[config.mk]
export PLATFORM = sky130hd
export DESIGN_NAME = hc595_frame_rx
export DESIGN_NICKNAME = d
export VERILOG_FILES = /design/src/rtl/hc595_pkg.sv /design/src/rtl/hc595_sync_edge.sv /design/src/rtl/hc595_frame_rx.sv
export SDC_FILE = /design/constraint.sdc
export NUM_CORES = 1
export LEC_CHECK = 0
export BUFFER_PORTS_ARGS = -buffer_cell sky130_fd_sc_hd__buf_2
export CORE_MARGIN = 2
export CORE_UTILIZATION = 55
export DETAILED_ROUTE_END_ITERATION = 10
export GPL_TIMING_DRIVEN = 0
export PLACE_DENSITY_LB_ADDON = 0.08
export SKIP_LAST_GASP = 1
export SLEW_MARGIN = 5
export SYNTH_ARGS = -nofsm -noshare
export SYNTH_HDL_FRONTEND = slang
export SYNTH_SLANG_ARGS = --single-unit
[constraint.sdc]
create_clock -name clk -period 4 [get_ports clk]
set_clock_uncertainty 0.1 [all_clocks]
set_input_delay 0.8 -clock clk [delete_from_list [all_inputs] [get_ports clk]]
set_output_delay 0.8 -clock clk [all_outputs]
set_load 0.005 [all_outputs]
[src/rtl/hc595_pkg.sv]
`default_nettype none
// ============================================================================
// Module      : hc595_pkg
// Description : Shared constants for the 74HC595 frame receiver: frame size,
//               bit-counter overrun marker, FSM state encoding and the
//               7-segment code table with its reverse-lookup helper.
// Revision    : 1.0 - initial release
// ============================================================================
package hc595_pkg;

    localparam int FRAME_W     = 16;
    localparam int BIT_CNT_OVR = 17;
    localparam int BIT_CNT_W   = 5;

    localparam logic [0:0] IDLE  = 1'b0;
    localparam logic [0:0] SHIFT = 1'b1;

    // Segment code (gfedcba) for nibble i lives at SEG_CODE[i].
    localparam logic [15:0][6:0] SEG_CODE = {
        7'h71, 7'h79, 7'h5e, 7'h39, 7'h7c, 7'h77, 7'h6f, 7'h7f,
        7'h07, 7'h7d, 7'h6d, 7'h66, 7'h4f, 7'h5b, 7'h06, 7'h3f
    };

    // Reverse lookup: returns {hit, nibble}; hit = 0 for codes outside the table.
    function automatic logic [4:0] seg_decode(input logic [6:0] code);
        logic [4:0] res;
        res = 5'b0;
        for (int i = 0; i < 16; i++) begin
            if (SEG_CODE[i] == code) begin
                res = {1'b1, 4'(i)};
            end
        end
        return res;
    endfunction

endpackage
`default_nettype wire

[src/rtl/hc595_sync_edge.sv]
`default_nettype none
// ============================================================================
// Module      : hc595_sync_edge
// Description : Two-flop synchronizer with registered rising-edge detect.
//               o_level is delayed to line up with o_rise so that a data
//               line sampled through an identical instance is taken at the
//               same instant as the clock line it accompanies.
// Revision    : 1.0 - initial release
// ============================================================================
module hc595_sync_edge (
    input  logic clk,
    input  logic rst,
    input  logic i_din,
    output logic o_level,
    output logic o_rise
);

    logic r_s1;
    logic r_s2;
    logic r_prev;
    logic r_rise;

    // Synchronize the async input and register a one-cycle pulse on each rise.
    always_ff @(posedge clk or posedge rst) begin
        if (rst) begin
            r_s1   <= 1'b0;
            r_s2   <= 1'b0;
            r_prev <= 1'b0;
            r_rise <= 1'b0;
        end else begin
            r_s1   <= i_din;
            r_s2   <= r_s1;
            r_prev <= r_s2;
            r_rise <= r_s2 & ~r_prev;
        end
    end

    assign o_level = r_prev;
    assign o_rise  = r_rise;

endmodule
`default_nettype wire

[src/rtl/hc595_frame_rx.sv]
`default_nettype none
// ============================================================================
// Module      : hc595_frame_rx
// Description : Receive side of the 7-segment 74HC595 serial driver. Rebuilds
//               each 16-bit frame from the ds_data/ds_shcp/ds_stcp stream and
//               decodes segment code plus active-low digit select back into a
//               per-digit hex nibble store.
// Revision    : 1.0 - initial release
// ============================================================================
module hc595_frame_rx
    import hc595_pkg::*;
#(
    parameter int MAX_SMG_NUM = 4,
    parameter int TIMEOUT_CNT = 1000
) (
    input  logic                     clk,
    input  logic                     rst,
    input  logic                     ds_data,
    input  logic                     ds_shcp,
    input  logic                     ds_stcp,
    output logic [MAX_SMG_NUM*4-1:0] dout,
    output logic [MAX_SMG_NUM-1:0]   dout_vld,
    output logic                     blank,
    output logic                     frame_err
);

    localparam int            c_to_w    = (TIMEOUT_CNT > 2) ? $clog2(TIMEOUT_CNT) : 1;
    localparam logic [c_to_w-1:0] c_to_last = c_to_w'(TIMEOUT_CNT - 1);

    logic w_data_lvl, w_data_rise;
    logic w_shcp_lvl, w_shcp_rise;
    logic w_stcp_lvl, w_stcp_rise;

    logic [0:0]             r_state;
    logic [FRAME_W-1:0]     r_sr;
    logic [BIT_CNT_W-1:0]   r_bit_cnt;
    logic [c_to_w-1:0]      r_to_cnt;
    logic [MAX_SMG_NUM*4-1:0] r_dout;
    logic [MAX_SMG_NUM-1:0] r_dout_vld;
    logic                   r_blank;
    logic                   r_frame_err;

    logic [FRAME_W-1:0]     w_sr_nxt;
    logic [BIT_CNT_W-1:0]   w_cnt_nxt;
    logic [MAX_SMG_NUM-1:0] w_sel_z;
    logic                   w_sel_blank;
    logic                   w_sel_multi;
    logic [4:0]             w_dec;
    logic                   w_unused;

    hc595_sync_edge u_sync_data (
        .clk     (clk),
        .rst     (rst),
        .i_din   (ds_data),
        .o_level (w_data_lvl),
        .o_rise  (w_data_rise)
    );

    hc595_sync_edge u_sync_shcp (
        .clk     (clk),
        .rst     (rst),
        .i_din   (ds_shcp),
        .o_level (w_shcp_lvl),
        .o_rise  (w_shcp_rise)
    );

    hc595_sync_edge u_sync_stcp (
        .clk     (clk),
        .rst     (rst),
        .i_din   (ds_stcp),
        .o_level (w_stcp_lvl),
        .o_rise  (w_stcp_rise)
    );

    // Post-shift view of the frame, so a shift landing with stcp still counts.
    always_comb begin
        w_sr_nxt  = r_sr;
        w_cnt_nxt = r_bit_cnt;
        if (w_shcp_rise) begin
            w_sr_nxt = {r_sr[FRAME_W-2:0], w_data_lvl};
            if (r_state == IDLE) begin
                w_cnt_nxt = BIT_CNT_W'(1);
            end else if (r_bit_cnt == BIT_CNT_W'(BIT_CNT_OVR)) begin
                w_cnt_nxt = r_bit_cnt;
            end else begin
                w_cnt_nxt = r_bit_cnt + BIT_CNT_W'(1);
            end
        end
    end

    // Select is active-low, so its inverse is one-hot for a legal single digit.
    assign w_sel_z     = ~w_sr_nxt[MAX_SMG_NUM-1:0];
    assign w_sel_blank = (w_sel_z == '0);
    assign w_sel_multi = ((w_sel_z & (w_sel_z - MAX_SMG_NUM'(1))) != '0);
    assign w_dec       = seg_decode(w_sr_nxt[14:8]);

    assign w_unused = ^{w_sr_nxt, w_data_rise, w_shcp_lvl, w_stcp_lvl};

    // Frame FSM: shift on shcp, abort on timeout, evaluate on stcp.
    always_ff @(posedge clk or posedge rst) begin
        if (rst) begin
            r_state     <= IDLE;
            r_sr        <= '0;
            r_bit_cnt   <= '0;
            r_to_cnt    <= '0;
            r_dout      <= '0;
            r_dout_vld  <= '0;
            r_blank     <= 1'b0;
            r_frame_err <= 1'b0;
        end else begin
            r_dout_vld  <= '0;
            r_blank     <= 1'b0;
            r_frame_err <= 1'b0;
            if (w_stcp_rise) begin
                r_state   <= IDLE;
                r_sr      <= w_sr_nxt;
                r_bit_cnt <= '0;
                r_to_cnt  <= '0;
                if (w_cnt_nxt != BIT_CNT_W'(FRAME_W)) begin
                    r_frame_err <= 1'b1;
                end else if (w_sel_blank) begin
                    r_blank <= 1'b1;
                end else if (w_sel_multi || !w_dec[4]) begin
                    r_frame_err <= 1'b1;
                end else begin
                    r_dout_vld <= w_sel_z;
                    for (int k = 0; k < MAX_SMG_NUM; k++) begin
                        if (w_sel_z[k]) begin
                            r_dout[4*k +: 4] <= w_dec[3:0];
                        end
                    end
                end
            end else if (w_shcp_rise) begin
                r_state   <= SHIFT;
                r_sr      <= w_sr_nxt;
                r_bit_cnt <= w_cnt_nxt;
                r_to_cnt  <= '0;
            end else if (r_state == SHIFT) begin
                if (r_to_cnt == c_to_last) begin
                    r_frame_err <= 1'b1;
                    r_state     <= IDLE;
                    r_bit_cnt   <= '0;
                    r_to_cnt    <= '0;
                end else begin
                    r_to_cnt <= r_to_cnt + c_to_w'(1);
                end
            end
        end
    end

    assign dout      = r_dout;
    assign dout_vld  = r_dout_vld;
    assign blank     = r_blank;
    assign frame_err = r_frame_err;

endmodule
`default_nettype wire

==> results of run 1 <==
cells in the final DEF, fill, tap and decap left out, drive strengths merged, types with 4 or more instances in the layout:
cell      n
dfrtp    64
buf      39
nand2    29
o21ai    20
inv      20
mux2     17
nor2     17
clkbuf   17
a21oi    11
mux2i     9
or3       8
nor3      7
nand2b    7
nand4     6
nor2b     6
a2111oi   6
xor2      5
nor3b     5
and3b     5
nand3     5
nand3b    4
o22ai     4
and2      4
synth_stat cells, types with 7 or more instances:
| library cell | n |
|---|---|
| nor2_1 | 16 |
| mux2_2 | 17 |
| or3_1 | 8 |
| o21ai_0 | 20 |
| nand2_1 | 29 |
| mux2i_1 | 8 |
| buf_2 | 8 |
| nand2b_1 | 7 |
| inv_1 | 20 |
| a21oi_1 | 11 |
| nor3_1 | 7 |
| dfrtp_1 | 64 |
state kept, by name, indices dropped and copies added (netlist names):
register,flops
u_sync_stcp.o_rise,1
u_sync_data.r_s1,1
u_sync_data.o_level,1
u_sync_shcp.o_level,1
u_sync_stcp.r_s1,1
dout,16
u_sync_shcp.o_rise,1
u_sync_stcp.r_s2,1
u_sync_shcp.r_s1,1
u_sync_stcp.o_level,1
r_sr,15
frame_err,1
u_sync_data.r_s2,1
blank,1
r_to_cnt,10
u_sync_shcp.r_s2,1
dout_vld,4
r_state,1
r_bit_cnt,5
cell families (layout without fill, tap and decap cells):
| group | count (synthesis) | in the layout |
|---|---|---|
| flops | 64 | 64 |
| compound gates | 79 | 79 |
| xor+xnor | 6 | 6 |
| simple gates | 121 | 121 |
| mux | 26 | 26 |
| buf+inv | 38 | 81 |
| fa+ha+maj | 4 | 4 |
per-stage QoR:
stage	std cells	worst slack, ns
floorplan	338	1.36
CTS	458	1.05
global placement	441	0.796
detailed placement	442	1.07
finish	458	0.951
global route	458	0.808
critical path: cells and delay by family (launching register included):
kind,cells,cell delay (ns)
DFF,1,0.40
and+or+nand+nor,2,0.18
AOI/OAI and AO/OA,3,1.62
muxes,1,0.39
buffers and inverters,1,0.25
layer usage:
layer	global-route usage [%]	vias to the layer above	routed length, um
li1	-	1318	-
met1	31.0	1325	3360
met2	35.2	68	3490
met3	3.66	12	270
met4	10.1	0	129
met5	0	-	0
final timing paths:
kind	startpoint	to	slack, ns	cells past startpoint
min in group asynchronous	rst	u_sync_stcp.r_s1$_DFF_PP0_	0.45	2
max in group asynchronous	rst	r_to_cnt[8]$_DFFE_PP0P_	2.75	3
setup reg to reg	u_sync_shcp.o_rise$_DFF_PP0_	dout[0]$_DFFE_PP0P_	0.95	7
hold reg to reg	u_sync_stcp.r_s1$_DFF_PP0_	u_sync_stcp.r_s2$_DFF_PP0_	0.25	0
setup / recovery	u_sync_shcp.o_rise$_DFF_PP0_	dout[0]$_DFFE_PP0P_	0.95	7
hold / removal	u_sync_stcp.r_s1$_DFF_PP0_	u_sync_stcp.r_s2$_DFF_PP0_	0.25	0
power groups by stage:
stage	clock network (mW)	logic [mW]	registers, mW
final	0.690	0.453	0.763
after global routing	0.738	0.500	0.771
after CTS	0.707	0.445	0.761
after detailed placement	0	0.444	0.773
after global placement	0	0.438	0.771
after floorplan	0	0.354	0.758
area by class of cell:
| cell class | count | area [um^2] | area share, % |
|---|---|---|---|
| Clock inverter | 5 | 103 | 2.55 |
| Multi-Input combinational cell | 236 | 1750 | 43.5 |
| Buffer | 18 | 96.3 | 2.40 |
| Sequential cell | 64 | 1600 | 39.8 |
| Clock buffer | 11 | 151 | 3.76 |
| Timing Repair Buffer | 27 | 150 | 3.73 |
| Tap cell | 77 | 96.3 | 2.40 |
| Inverter | 20 | 75.1 | 1.87 |
==> impl_metrics.xml, run 1 <==
<?xml version="1.0" encoding="UTF-8"?>
<metrics>
  <group name="timing">
    <metric name="rsz0062_at_grt" unit="">false</metric>
    <metric name="relSlewSlack" unit="%">44.2</metric>
    <metric name="finalHoldWorstSlack" unit="ns">0.249</metric>
    <metric name="setup_viol" unit="">0</metric>
    <metric name="total_count_of_hold_check_failures_in_the_final_report" unit="">0</metric>
    <metric name="final.setup.tns" unit="ns">0</metric>
    <metric name="worst-slew-pin-transition" unit="ns">0.816</metric>
    <metric name="finalWorstPathRequiredPeriod" unit="ns">3.05</metric>
    <metric name="timing.final.max_slew_violations" unit="">0</metric>
    <metric name="layout_worst_path_cycle_share" unit="%">76.2</metric>
    <metric name="achievable-frequency" unit="MHz">328</metric>
  </group>
  <group name="logic_synthesis">
    <metric name="synth_xor_area_share" unit="%">1.49</metric>
    <metric name="average_size_of_a_mapped_cell" unit="um^2">10.4</metric>
    <metric name="synth_top_area_share" unit="%">45.5</metric>
    <metric name="postSynth.topFlopCell" unit="">dfrtp_1</metric>
    <metric name="post_synth_instance_area" unit="um^2">3520</metric>
    <metric name="netlist.top_cell.by_area" unit="">dfrtp_1</metric>
    <metric name="synth_warnings" unit="">0</metric>
    <metric name="synth_seq_area_share" unit="%">45.5</metric>
    <metric name="synth_cells" unit="">338</metric>
    <metric name="dominant_combinational_cell_family_by_area_after_synthesis" unit="">simple AND/OR/NAND/NOR gates</metric>
    <metric name="yosys.cell_types.count" unit="">65</metric>
    <metric name="syn-num-nets" unit="">346</metric>
    <metric name="synth.ff_latch_count" unit="">64</metric>
    <metric name="synth_compound_area_share" unit="%">18.7</metric>
    <metric name="post_synth_mux_area_share" unit="%">8.10</metric>
    <metric name="synth_edf_count" unit="">0</metric>
    <metric name="async_reset_ff_share" unit="%">100</metric>
    <metric name="synth-adder-area-share" unit="%">1.35</metric>
    <metric name="synth.top_cells.by_area" unit="">dfrtp_1 45%, mux2_2 5.4%, a2111oi_4 3.9%</metric>
    <metric name="synth_simple_gate_area_share" unit="%">20.0</metric>
  </group>
  <group name="power_and_ir_drop">
    <metric name="total_switching_power" unit="mW">0.579</metric>
    <metric name="power.total" unit="mW">1.91</metric>
    <metric name="power_frac_comb" unit="%">23.8</metric>
    <metric name="power.share.clock" unit="%">36.2</metric>
    <metric name="power_report.internal_total" unit="mW">1.33</metric>
    <metric name="power_density" unit="nW/um^2">474</metric>
    <metric name="peakVddDrop" unit="mV">0.360</metric>
    <metric name="power.leakage" unit="nW">1.78</metric>
    <metric name="seq_power_share" unit="%">40.0</metric>
    <metric name="switching_share" unit="%">30.4</metric>
  </group>
  <group name="floorplan">
    <metric name="dieHeight" unit="um">84.0</metric>
    <metric name="floorplan.die_area" unit="um^2">7060</metric>
    <metric name="num_io_pins" unit="">27</metric>
    <metric name="die_w" unit="um">84.0</metric>
    <metric name="rows" unit="">29</metric>
    <metric name="initial_core_util" unit="%">56.1</metric>
    <metric name="core" unit="um^2">6280</metric>
  </group>
  <group name="critical_path">
    <metric name="worst_ep_arrival_time" unit="ns">3.17</metric>
    <metric name="critPathRequiredTime" unit="ns">4.12</metric>
    <metric name="worstPathMaxFanout" unit="">10</metric>
    <metric name="slowest_delay" unit="ns">0.73</metric>
    <metric name="cp_cell_sequence" unit="">buf_2 -&gt; nand2_1 -&gt; a2111oi_0 -&gt; a31o_2 -&gt; nor4_4 -&gt; a2111oi_4 -&gt; mux2_2</metric>
    <metric name="type_of_origin_of_the_critical_path" unit="">flip-flop</metric>
    <metric name="slowest_cell_on_crit_path" unit="">a2111oi_0</metric>
    <metric name="endpoint_kind" unit="">flip-flop</metric>
    <metric name="timing.setup.critical_path_class" unit="">reg -&gt; reg</metric>
  </group>
  <group name="finish">
    <metric name="drive_above_1_share" unit="%">23.4</metric>
    <metric name="areaGrowthSynthToFinish" unit="%">14.2</metric>
    <metric name="fill_cells" unit="">541</metric>
    <metric name="diode_insertion_count_for_antenna_repair" unit="">0</metric>
    <metric name="fin_nets" unit="">384</metric>
    <metric name="postLayoutCellArea" unit="um^2">4020</metric>
    <metric name="utilization_after_layout" unit="%">64.1</metric>
  </group>
  <group name="global_routing">
    <metric name="grt_usage" unit="%">22.5</metric>
    <metric name="grt_first_pass_wirelength" unit="um">12700</metric>
    <metric name="globalRoute.totalOverflow" unit="">0</metric>
    <metric name="maximum_number_of_pins_on_one_net_before_global_route_repair" unit="">34</metric>
    <metric name="antenna_found_initial" unit="">0</metric>
    <metric name="grt_pass1_vias" unit="">2623</metric>
  </group>
  <group name="route">
    <metric name="num_vias" unit="">2723</metric>
    <metric name="first_pass_iters" unit="">5</metric>
    <metric name="routed_wire_length_per_instance" unit="um">15.8</metric>
    <metric name="totalWireLength" unit="um">7250</metric>
    <metric name="drt_drc_violations_left" unit="">0</metric>
    <metric name="drt-vias-per-instance" unit="">5.95</metric>
    <metric name="dr.first_iter.drc_count" unit="">196</metric>
    <metric name="detail-route-antenna-nets" unit="">0</metric>
  </group>
  <group name="clock_network">
    <metric name="cts_max_path_buffers" unit="">2</metric>
    <metric name="postCtsSetupRepairBufs" unit="">0</metric>
    <metric name="cts_resized" unit="">0</metric>
    <metric name="clkSlewWorstSetupHoldPaths" unit="ns">0.07</metric>
    <metric name="cts_tree" unit="">done</metric>
    <metric name="cts_num_sinks" unit="">64</metric>
    <metric name="cts_htree_levels" unit="">3</metric>
    <metric name="cts-hold-fix-buffers" unit="">0</metric>
    <metric name="numCtsBuffers" unit="">9</metric>
    <metric name="clk-insertion-delay-late" unit="ns">0.34</metric>
    <metric name="cts_root_buf" unit="">clkbuf_8</metric>
  </group>
  <group name="worst_hold_path">
    <metric name="min_path_type" unit="">reg -&gt; reg</metric>
  </group>
  <group name="place">
    <metric name="place_congestion" unit="">0.892</metric>
    <metric name="place.detailed.hpwl" unit="um">5250</metric>
    <metric name="area_post_placement" unit="um^2">3770</metric>
    <metric name="port-buffer-count" unit="">26</metric>
  </group>
  <group name="run_status">
    <metric name="outcome" unit="">completed</metric>
  </group>
  <group name="job">
    <metric name="max_cap_viol" unit="">0</metric>
  </group>
</metrics>
Note: power is estimated with default switching activity, not from simulation.
==> inputs of run 2 (changes only) <==
Settings changed: CORE_UTILIZATION 55 to 54.
Clock period 4 ns to 2.7 ns, I/O delays scaled along.
==> run 2 against run 1 <==
Effect of this change: largest power group unchanged; combinational power is 73% higher; routed wire length rose by 6.9%; global-route usage rose by 0.32 points; critical endpoint unchanged.
==> impl_metrics.xml, run 2 (synthesized netlist as in run 1, its figures left out) <==
<?xml version="1.0" encoding="UTF-8"?>
<metrics>
  <group name="timing">
    <metric name="setup_viol" unit="">0</metric>
    <metric name="relSlewSlack" unit="%">54.4</metric>
    <metric name="worst-slew-pin-transition" unit="ns">0.678</metric>
    <metric name="timing.final.max_slew_violations" unit="">0</metric>
    <metric name="total_count_of_hold_check_failures_in_the_final_report" unit="">0</metric>
    <metric name="rsz0062_at_grt" unit="">true</metric>
    <metric name="achievable-frequency" unit="MHz">373</metric>
    <metric name="finalHoldWorstSlack" unit="ns">0.203</metric>
    <metric name="final.setup.tns" unit="ns">0</metric>
    <metric name="layout_worst_path_cycle_share" unit="%">99.4</metric>
    <metric name="finalWorstPathRequiredPeriod" unit="ns">2.68</metric>
  </group>
  <group name="critical_path">
    <metric name="worst_ep_arrival_time" unit="ns">2.80</metric>
    <metric name="ff2ff_setup_slack" unit="ns">0.02</metric>
    <metric name="r2r_start" unit="">u_sync_shcp.o_rise$_DFF_PP0_</metric>
    <metric name="critPathRequiredTime" unit="ns">2.82</metric>
    <metric name="endpoint_kind" unit="">flip-flop</metric>
    <metric name="worstPathMaxFanout" unit="">8</metric>
    <metric name="timing.setup.critical_path_class" unit="">reg -&gt; reg</metric>
    <metric name="r2r.worst_path.cells" unit="">9</metric>
    <metric name="type_of_origin_of_the_critical_path" unit="">flip-flop</metric>
    <metric name="worst_reg2reg_endpoint" unit="">dout[0]$_DFFE_PP0P_</metric>
  </group>
  <group name="place">
    <metric name="place.detailed.hpwl" unit="um">5330</metric>
    <metric name="port-buffer-count" unit="">26</metric>
    <metric name="place_congestion" unit="">0.896</metric>
  </group>
  <group name="floorplan">
    <metric name="num_io_pins" unit="">27</metric>
    <metric name="floorplan.die_area" unit="um^2">7180</metric>
    <metric name="dieHeight" unit="um">84.7</metric>
    <metric name="rows" unit="">29</metric>
    <metric name="core" unit="um^2">6310</metric>
    <metric name="initial_core_util" unit="%">55.8</metric>
    <metric name="die_w" unit="um">84.7</metric>
  </group>
  <group name="global_routing">
    <metric name="maximum_number_of_pins_on_one_net_before_global_route_repair" unit="">34</metric>
    <metric name="grt_usage" unit="%">22.9</metric>
    <metric name="globalRoute.totalOverflow" unit="">0</metric>
    <metric name="antenna_found_initial" unit="">0</metric>
    <metric name="grt_pass1_vias" unit="">2671</metric>
    <metric name="grt_first_pass_wirelength" unit="um">13100</metric>
  </group>
  <group name="clock_network">
    <metric name="cts_tree" unit="">done</metric>
    <metric name="cts_root_buf" unit="">clkbuf_8</metric>
    <metric name="cts_num_sinks" unit="">64</metric>
    <metric name="numCtsBuffers" unit="">9</metric>
    <metric name="clk-insertion-delay-late" unit="ns">0.33</metric>
    <metric name="clkSlewWorstSetupHoldPaths" unit="ns">0.07</metric>
    <metric name="cts_htree_levels" unit="">3</metric>
    <metric name="cts_max_path_buffers" unit="">2</metric>
  </group>
  <group name="route">
    <metric name="routed-wl-met3" unit="um">271</metric>
    <metric name="routed_wire_length_per_instance" unit="um">16.4</metric>
    <metric name="first_pass_iters" unit="">4</metric>
    <metric name="detail-route-antenna-nets" unit="">0</metric>
    <metric name="totalWireLength" unit="um">7750</metric>
    <metric name="drt-met1-wl" unit="um">3480</metric>
    <metric name="dr.first_iter.drc_count" unit="">183</metric>
    <metric name="drt-vias-per-instance" unit="">5.96</metric>
    <metric name="num_vias" unit="">2825</metric>
    <metric name="drt_drc_violations_left" unit="">0</metric>
    <metric name="met2_wirelength" unit="um">3800</metric>
    <metric name="maxUsedRoutingLayer" unit="">met4</metric>
  </group>
  <group name="finish">
    <metric name="drive_above_1_share" unit="%">31.7</metric>
    <metric name="layout.cells.most_common_list" unit="">61 x dfrtp_1, 32 x buf_2, 29 x nand2_1</metric>
    <metric name="most_common_cell_after_layout_fill_and_taps_aside" unit="">dfrtp_1</metric>
    <metric name="fin_nets" unit="">402</metric>
    <metric name="diode_insertion_count_for_antenna_repair" unit="">0</metric>
    <metric name="largest_reg_flops" unit="">16</metric>
    <metric name="areaGrowthSynthToFinish" unit="%">20.0</metric>
    <metric name="utilization_after_layout" unit="%">66.9</metric>
  </group>
  <group name="power_and_ir_drop">
    <metric name="peakVddDrop" unit="mV">0.391</metric>
    <metric name="power.leakage" unit="nW">1.87</metric>
    <metric name="power_density" unit="nW/um^2">618</metric>
  </group>
  <group name="job">
    <metric name="max_cap_viol" unit="">0</metric>
  </group>
  <group name="run_status">
    <metric name="outcome" unit="">completed</metric>
  </group>
  <group name="worst_hold_path">
    <metric name="min_path_type" unit="">in -&gt; async</metric>
  </group>
</metrics>
[run 2: layout make-up]
type	instances	area (um^2)
Sequential cell	64	1610
Inverter	20	75.1
Fill cell	518	2090
Timing Repair Buffer	45	305
Buffer	18	124
Multi-Input combinational cell	236	1860
Tap cell	77	96.3
Clock inverter	4	22.5
Clock buffer	10	138
[run 2: critical path: stages, from the launching register on]
cell	delay [ns]
dfrtp_2	0.45
buf_6	0.15
or3b_1	0.36
a211oi_2	0.24
a32o_2	0.21
a211oi_4	0.05
buf_12	0.16
a2111oi_4	0.33
buf_4	0.19
mux2_2	0.33
[run 2: repair_timing]
action / CTS / global route
setup buffers: 12 / 7
pin swaps: 8 / 11
gates resized for setup: 16 / 24
gates cloned: 0 / 2
setup endpoints to repair: 16 / 15
hold buffers: 0 / 0
[run 2: worst max path at each step]
stage / start / end / cells past startpoint
final: u_sync_shcp.o_rise$_DFF_PP0_ / dout[0]$_DFFE_PP0P_ / 9
after global placement: rst / r_sr[13]$_DFFE_PP0N_ / 2
after floorplan: r_bit_cnt[0]$_DFFE_PP0P_ / dout[0]$_DFFE_PP0P_ / 7
after detailed placement: u_sync_shcp.o_rise$_DFF_PP0_ / dout[8]$_DFFE_PP0P_ / 7
after global routing: r_sr[12]$_DFFE_PP0N_ / dout[1]$_DFFE_PP0P_ / 9
after CTS: u_sync_shcp.o_rise$_DFF_PP0_ / dout[8]$_DFFE_PP0P_ / 10
[run 2: per-stage QoR]
step	instance area, um^2	cells	setup WS (ns)	power [mW]
2_1_floorplan	3520	338	0.0574	1.65
3_3_place_gp	3750	441	-0.237	1.79
3_5_place_dp	3770	442	-0.312	1.81
4_1_cts	4090	468	0.00415	2.54
5_1_grt	4230	474	-0.104	2.77
6_report	4230	474	0.0174	2.61
[run 2: layer usage]
layer  vias up  track usage (%)
li1       1351                -
met1      1397             30.8
met2        60             36.4
met3        17             5.90
met4         0             7.22
met5         -                0
[run 2: where the power goes]
part | internal [mW] | switching [mW]
clock network | 0.342 | 0.343
logic | 0.313 | 0.470
registers | 1.06 | 0.0875
total | 1.71 | 0.901
==> inputs of run 3 (changes only) <==
Settings changed: ABC_AREA from default to 1, CORE_UTILIZATION 54 to 53.
==> run 3 against run 2 <==
Effect of this change: setup slack better by 0.44 ns; largest power group unchanged; critical path type unchanged; final area is 16% lower; critical path depth is 7 higher; utilization is 3.3 points lower; sequential share of layout area is 6.9 points higher; first-iteration DRC count is 48% lower; final cell count is 4.2% higher; global-route usage is 1.9 points lower; power is 11% lower; sequential power is 5% lower; largest cell class is now registers.
==> impl_metrics.xml, run 3 <==
<?xml version="1.0" encoding="UTF-8"?>
<metrics>
  <group name="clock_network">
    <metric name="clk-insertion-delay-late" unit="ns">0.34</metric>
    <metric name="cts_resized" unit="">0</metric>
    <metric name="cts-hold-fix-buffers" unit="">0</metric>
    <metric name="postCtsSetupRepairBufs" unit="">0</metric>
    <metric name="cts_max_path_buffers" unit="">2</metric>
    <metric name="cts_num_sinks" unit="">64</metric>
    <metric name="cts_htree_levels" unit="">3</metric>
    <metric name="clkSlewWorstSetupHoldPaths" unit="ns">0.07</metric>
    <metric name="numCtsBuffers" unit="">9</metric>
    <metric name="cts_tree" unit="">done</metric>
    <metric name="cts_root_buf" unit="">clkbuf_8</metric>
  </group>
  <group name="finish">
    <metric name="areaGrowthSynthToFinish" unit="%">14.2</metric>
    <metric name="seqCellArea" unit="um^2">1600</metric>
    <metric name="drive_above_1_share" unit="%">17.5</metric>
    <metric name="fin_nets" unit="">425</metric>
    <metric name="layout.cells.most_common_list" unit="">141 x nand2_1, 64 x dfrtp_1, 41 x nor2_1</metric>
    <metric name="area_occupied_by_multi_input_gates" unit="um^2">1320</metric>
    <metric name="fill_cells" unit="">523</metric>
    <metric name="diode_insertion_count_for_antenna_repair" unit="">0</metric>
    <metric name="layout.cells.non_filler" unit="">494</metric>
    <metric name="most_common_cell_after_layout_fill_and_taps_aside" unit="">nand2_1</metric>
    <metric name="largest_reg_flops" unit="">16</metric>
  </group>
  <group name="floorplan">
    <metric name="rows" unit="">27</metric>
    <metric name="core" unit="um^2">5610</metric>
    <metric name="num_io_pins" unit="">27</metric>
    <metric name="dieHeight" unit="um">80.8</metric>
    <metric name="initial_core_util" unit="%">55.8</metric>
    <metric name="die_w" unit="um">80.8</metric>
    <metric name="floorplan.die_area" unit="um^2">6530</metric>
  </group>
  <group name="timing">
    <metric name="total_count_of_hold_check_failures_in_the_final_report" unit="">0</metric>
    <metric name="rsz0062_at_grt" unit="">false</metric>
    <metric name="final.setup.tns" unit="ns">0</metric>
    <metric name="timing.final.max_slew_violations" unit="">0</metric>
    <metric name="finalWorstPathRequiredPeriod" unit="ns">2.24</metric>
    <metric name="setup_viol" unit="">0</metric>
    <metric name="relSlewSlack" unit="%">49.3</metric>
    <metric name="worst-slew-pin-transition" unit="ns">0.761</metric>
    <metric name="layout_worst_path_cycle_share" unit="%">83.0</metric>
    <metric name="achievable-frequency" unit="MHz">446</metric>
    <metric name="worst_slack" unit="ns">0.458</metric>
    <metric name="finalHoldWorstSlack" unit="ns">0.203</metric>
  </group>
  <group name="place">
    <metric name="detailedPlace.worstSlack" unit="ns">0.487</metric>
    <metric name="placed_cells_incl_taps" unit="">478</metric>
    <metric name="port-buffer-count" unit="">26</metric>
    <metric name="place.detailed.hpwl" unit="um">4330</metric>
    <metric name="place_congestion" unit="">0.903</metric>
  </group>
  <group name="power_and_ir_drop">
    <metric name="power.leakage" unit="nW">1.94</metric>
    <metric name="power.total" unit="mW">2.33</metric>
    <metric name="power_density" unit="nW/um^2">652</metric>
    <metric name="peakVddDrop" unit="mV">0.439</metric>
  </group>
  <group name="job">
    <metric name="max_cap_viol" unit="">0</metric>
  </group>
  <group name="route">
    <metric name="drt_drc_violations_left" unit="">0</metric>
    <metric name="first_pass_iters" unit="">4</metric>
    <metric name="num_vias" unit="">2549</metric>
    <metric name="drt-vias-per-instance" unit="">5.16</metric>
    <metric name="routed_wire_length_per_instance" unit="um">12.5</metric>
    <metric name="dr.first_iter.drc_count" unit="">96</metric>
    <metric name="detail-route-antenna-nets" unit="">0</metric>
    <metric name="totalWireLength" unit="um">6160</metric>
  </group>
  <group name="logic_synthesis">
    <metric name="post_synth_instance_area" unit="um^2">3130</metric>
    <metric name="synth_warnings" unit="">0</metric>
    <metric name="synth_edf_count" unit="">0</metric>
    <metric name="postSynth.topFlopCell" unit="">dfrtp_1</metric>
    <metric name="syn-num-nets" unit="">388</metric>
    <metric name="synth_cells" unit="">380</metric>
    <metric name="ys_top_cells_by_count" unit="">141 x nand2_1, 64 x dfrtp_1, 41 x nor2_1</metric>
    <metric name="synth.ff_latch_count" unit="">64</metric>
    <metric name="netlist.top_cell.by_area" unit="">dfrtp_1</metric>
    <metric name="average_size_of_a_mapped_cell" unit="um^2">8.23</metric>
    <metric name="post-synth-top-count-cell" unit="">nand2_1</metric>
    <metric name="yosys.cell_types.count" unit="">32</metric>
    <metric name="synth_top_area_share" unit="%">51.2</metric>
    <metric name="async_reset_ff_share" unit="%">100</metric>
    <metric name="synth.top_cells.by_area" unit="">dfrtp_1 51%, nand2_1 17%, nor2_1 4.9%</metric>
    <metric name="synth_seq_area_share" unit="%">51.2</metric>
  </group>
  <group name="critical_path">
    <metric name="endpoint_kind" unit="">flip-flop</metric>
    <metric name="type_of_origin_of_the_critical_path" unit="">flip-flop</metric>
    <metric name="worstPathMaxFanout" unit="">10</metric>
    <metric name="critPathRequiredTime" unit="ns">2.88</metric>
    <metric name="worst_ep_arrival_time" unit="ns">2.42</metric>
    <metric name="timing.setup.critical_path_class" unit="">reg -&gt; reg</metric>
  </group>
  <group name="global_routing">
    <metric name="globalRoute.totalOverflow" unit="">0</metric>
    <metric name="maximum_number_of_pins_on_one_net_before_global_route_repair" unit="">65</metric>
    <metric name="grt_pass1_vias" unit="">2362</metric>
    <metric name="grt_first_pass_wirelength" unit="um">10400</metric>
    <metric name="antenna_found_initial" unit="">0</metric>
    <metric name="grt_usage" unit="%">21.0</metric>
  </group>
  <group name="worst_hold_path">
    <metric name="min_path_type" unit="">in -&gt; reg</metric>
  </group>
  <group name="run_status">
    <metric name="outcome" unit="">completed</metric>
  </group>
</metrics>
run 3: changes by cell type in the layout (fill, tap and decap cells not counted), sizes merged, moves of 8 or more:
cell	change
or3	-8
nand2	+117
nand4	+10
mux2i	-9
mux2	-17
inv	+15
buf	-22
o21ai	-9
nor2	+29
nand3	+18
run 3: cell type report:
| type | count | share of cell area (%) |
|---|---|---|
| clock buffer | 11 | 3.96 |
| timing repair buffer | 26 | 3.65 |
| multi-input combinational | 274 | 36.9 |
| tap | 72 | 2.52 |
| sequential | 64 | 44.9 |
| inverter | 34 | 3.72 |
| buffer | 8 | 2.14 |
| clock inverter | 5 | 2.21 |
run 3: worst paths after layout:
check	startpoint	to	slack, ns	depth (start not counted)
worst max-delay path	u_sync_shcp.o_rise$_DFF_PP0_	dout[15]$_DFFE_PP0P_	0.46	16
worst min-delay path	ds_stcp	u_sync_stcp.r_s1$_DFF_PP0_	0.20	1
worst max register to register	u_sync_shcp.o_rise$_DFF_PP0_	dout[15]$_DFFE_PP0P_	0.46	16
worst min register to register	u_sync_shcp.r_s1$_DFF_PP0_	u_sync_shcp.r_s2$_DFF_PP0_	0.25	0
max in group asynchronous	rst	dout[14]$_DFFE_PP0P_	1.76	2
min in group asynchronous	rst	r_to_cnt[1]$_DFFE_PP0P_	0.25	2
run 3: kinds of logic (layout without fill, tap and decap cells):
kind of cell,Yosys count,after routing,share of synthesized area (%)
and+or+nand+nor,241,241,34.4
DFF,64,64,51.2
buffers and inverters,42,84,6.60
AOI/OAI and AO/OA,26,26,5.48
xor gates and xnor gates,4,4,1.12
adders and majority gates,3,3,1.20
run 3: where the power goes:
group / switching (mW) / internal [mW]
clock network: 0.387 / 0.546
logic: 0.218 / 0.0962
registers: 0.0516 / 1.03
total: 0.657 / 1.67
run 3: metal layers:
metal  wire length [um]  GRT usage [%]  vias to the layer above
met3                208           3.67                       10
met4                 93           11.4                        0
met2               2950           34.8                       41
li1                   -              -                     1291
met1               2910           26.2                     1207
met5                  0              0                        -
run 3: through the flow:
| step | utilization (%) | area (um^2) |
|---|---|---|
| 2_1_floorplan | - | 3130 |
| 3_3_place_gp | 59.7 | 3350 |
| 3_5_place_dp | 59.7 | 3350 |
| 4_1_cts | 63.7 | 3570 |
| 5_1_grt | 63.7 | 3570 |
| 6_report | 63.7 | 3570 |
run 3: critical path: stages, from the launching register on:
cell and delay (ns):
dfrtp_1 0.37, buf_6 0.14, inv_4 0.10, buf_6 0.15, nand2_1 0.06, nand2_1 0.07, nand2_1 0.08, nor2_1 0.17
nand2_1 0.07, nand2_1 0.09, nor2_1 0.05, nand2_2 0.14, nor2_4 0.08, nor2_8 0.16, buf_6 0.16, nand4_1 0.09
nand2_1 0.10
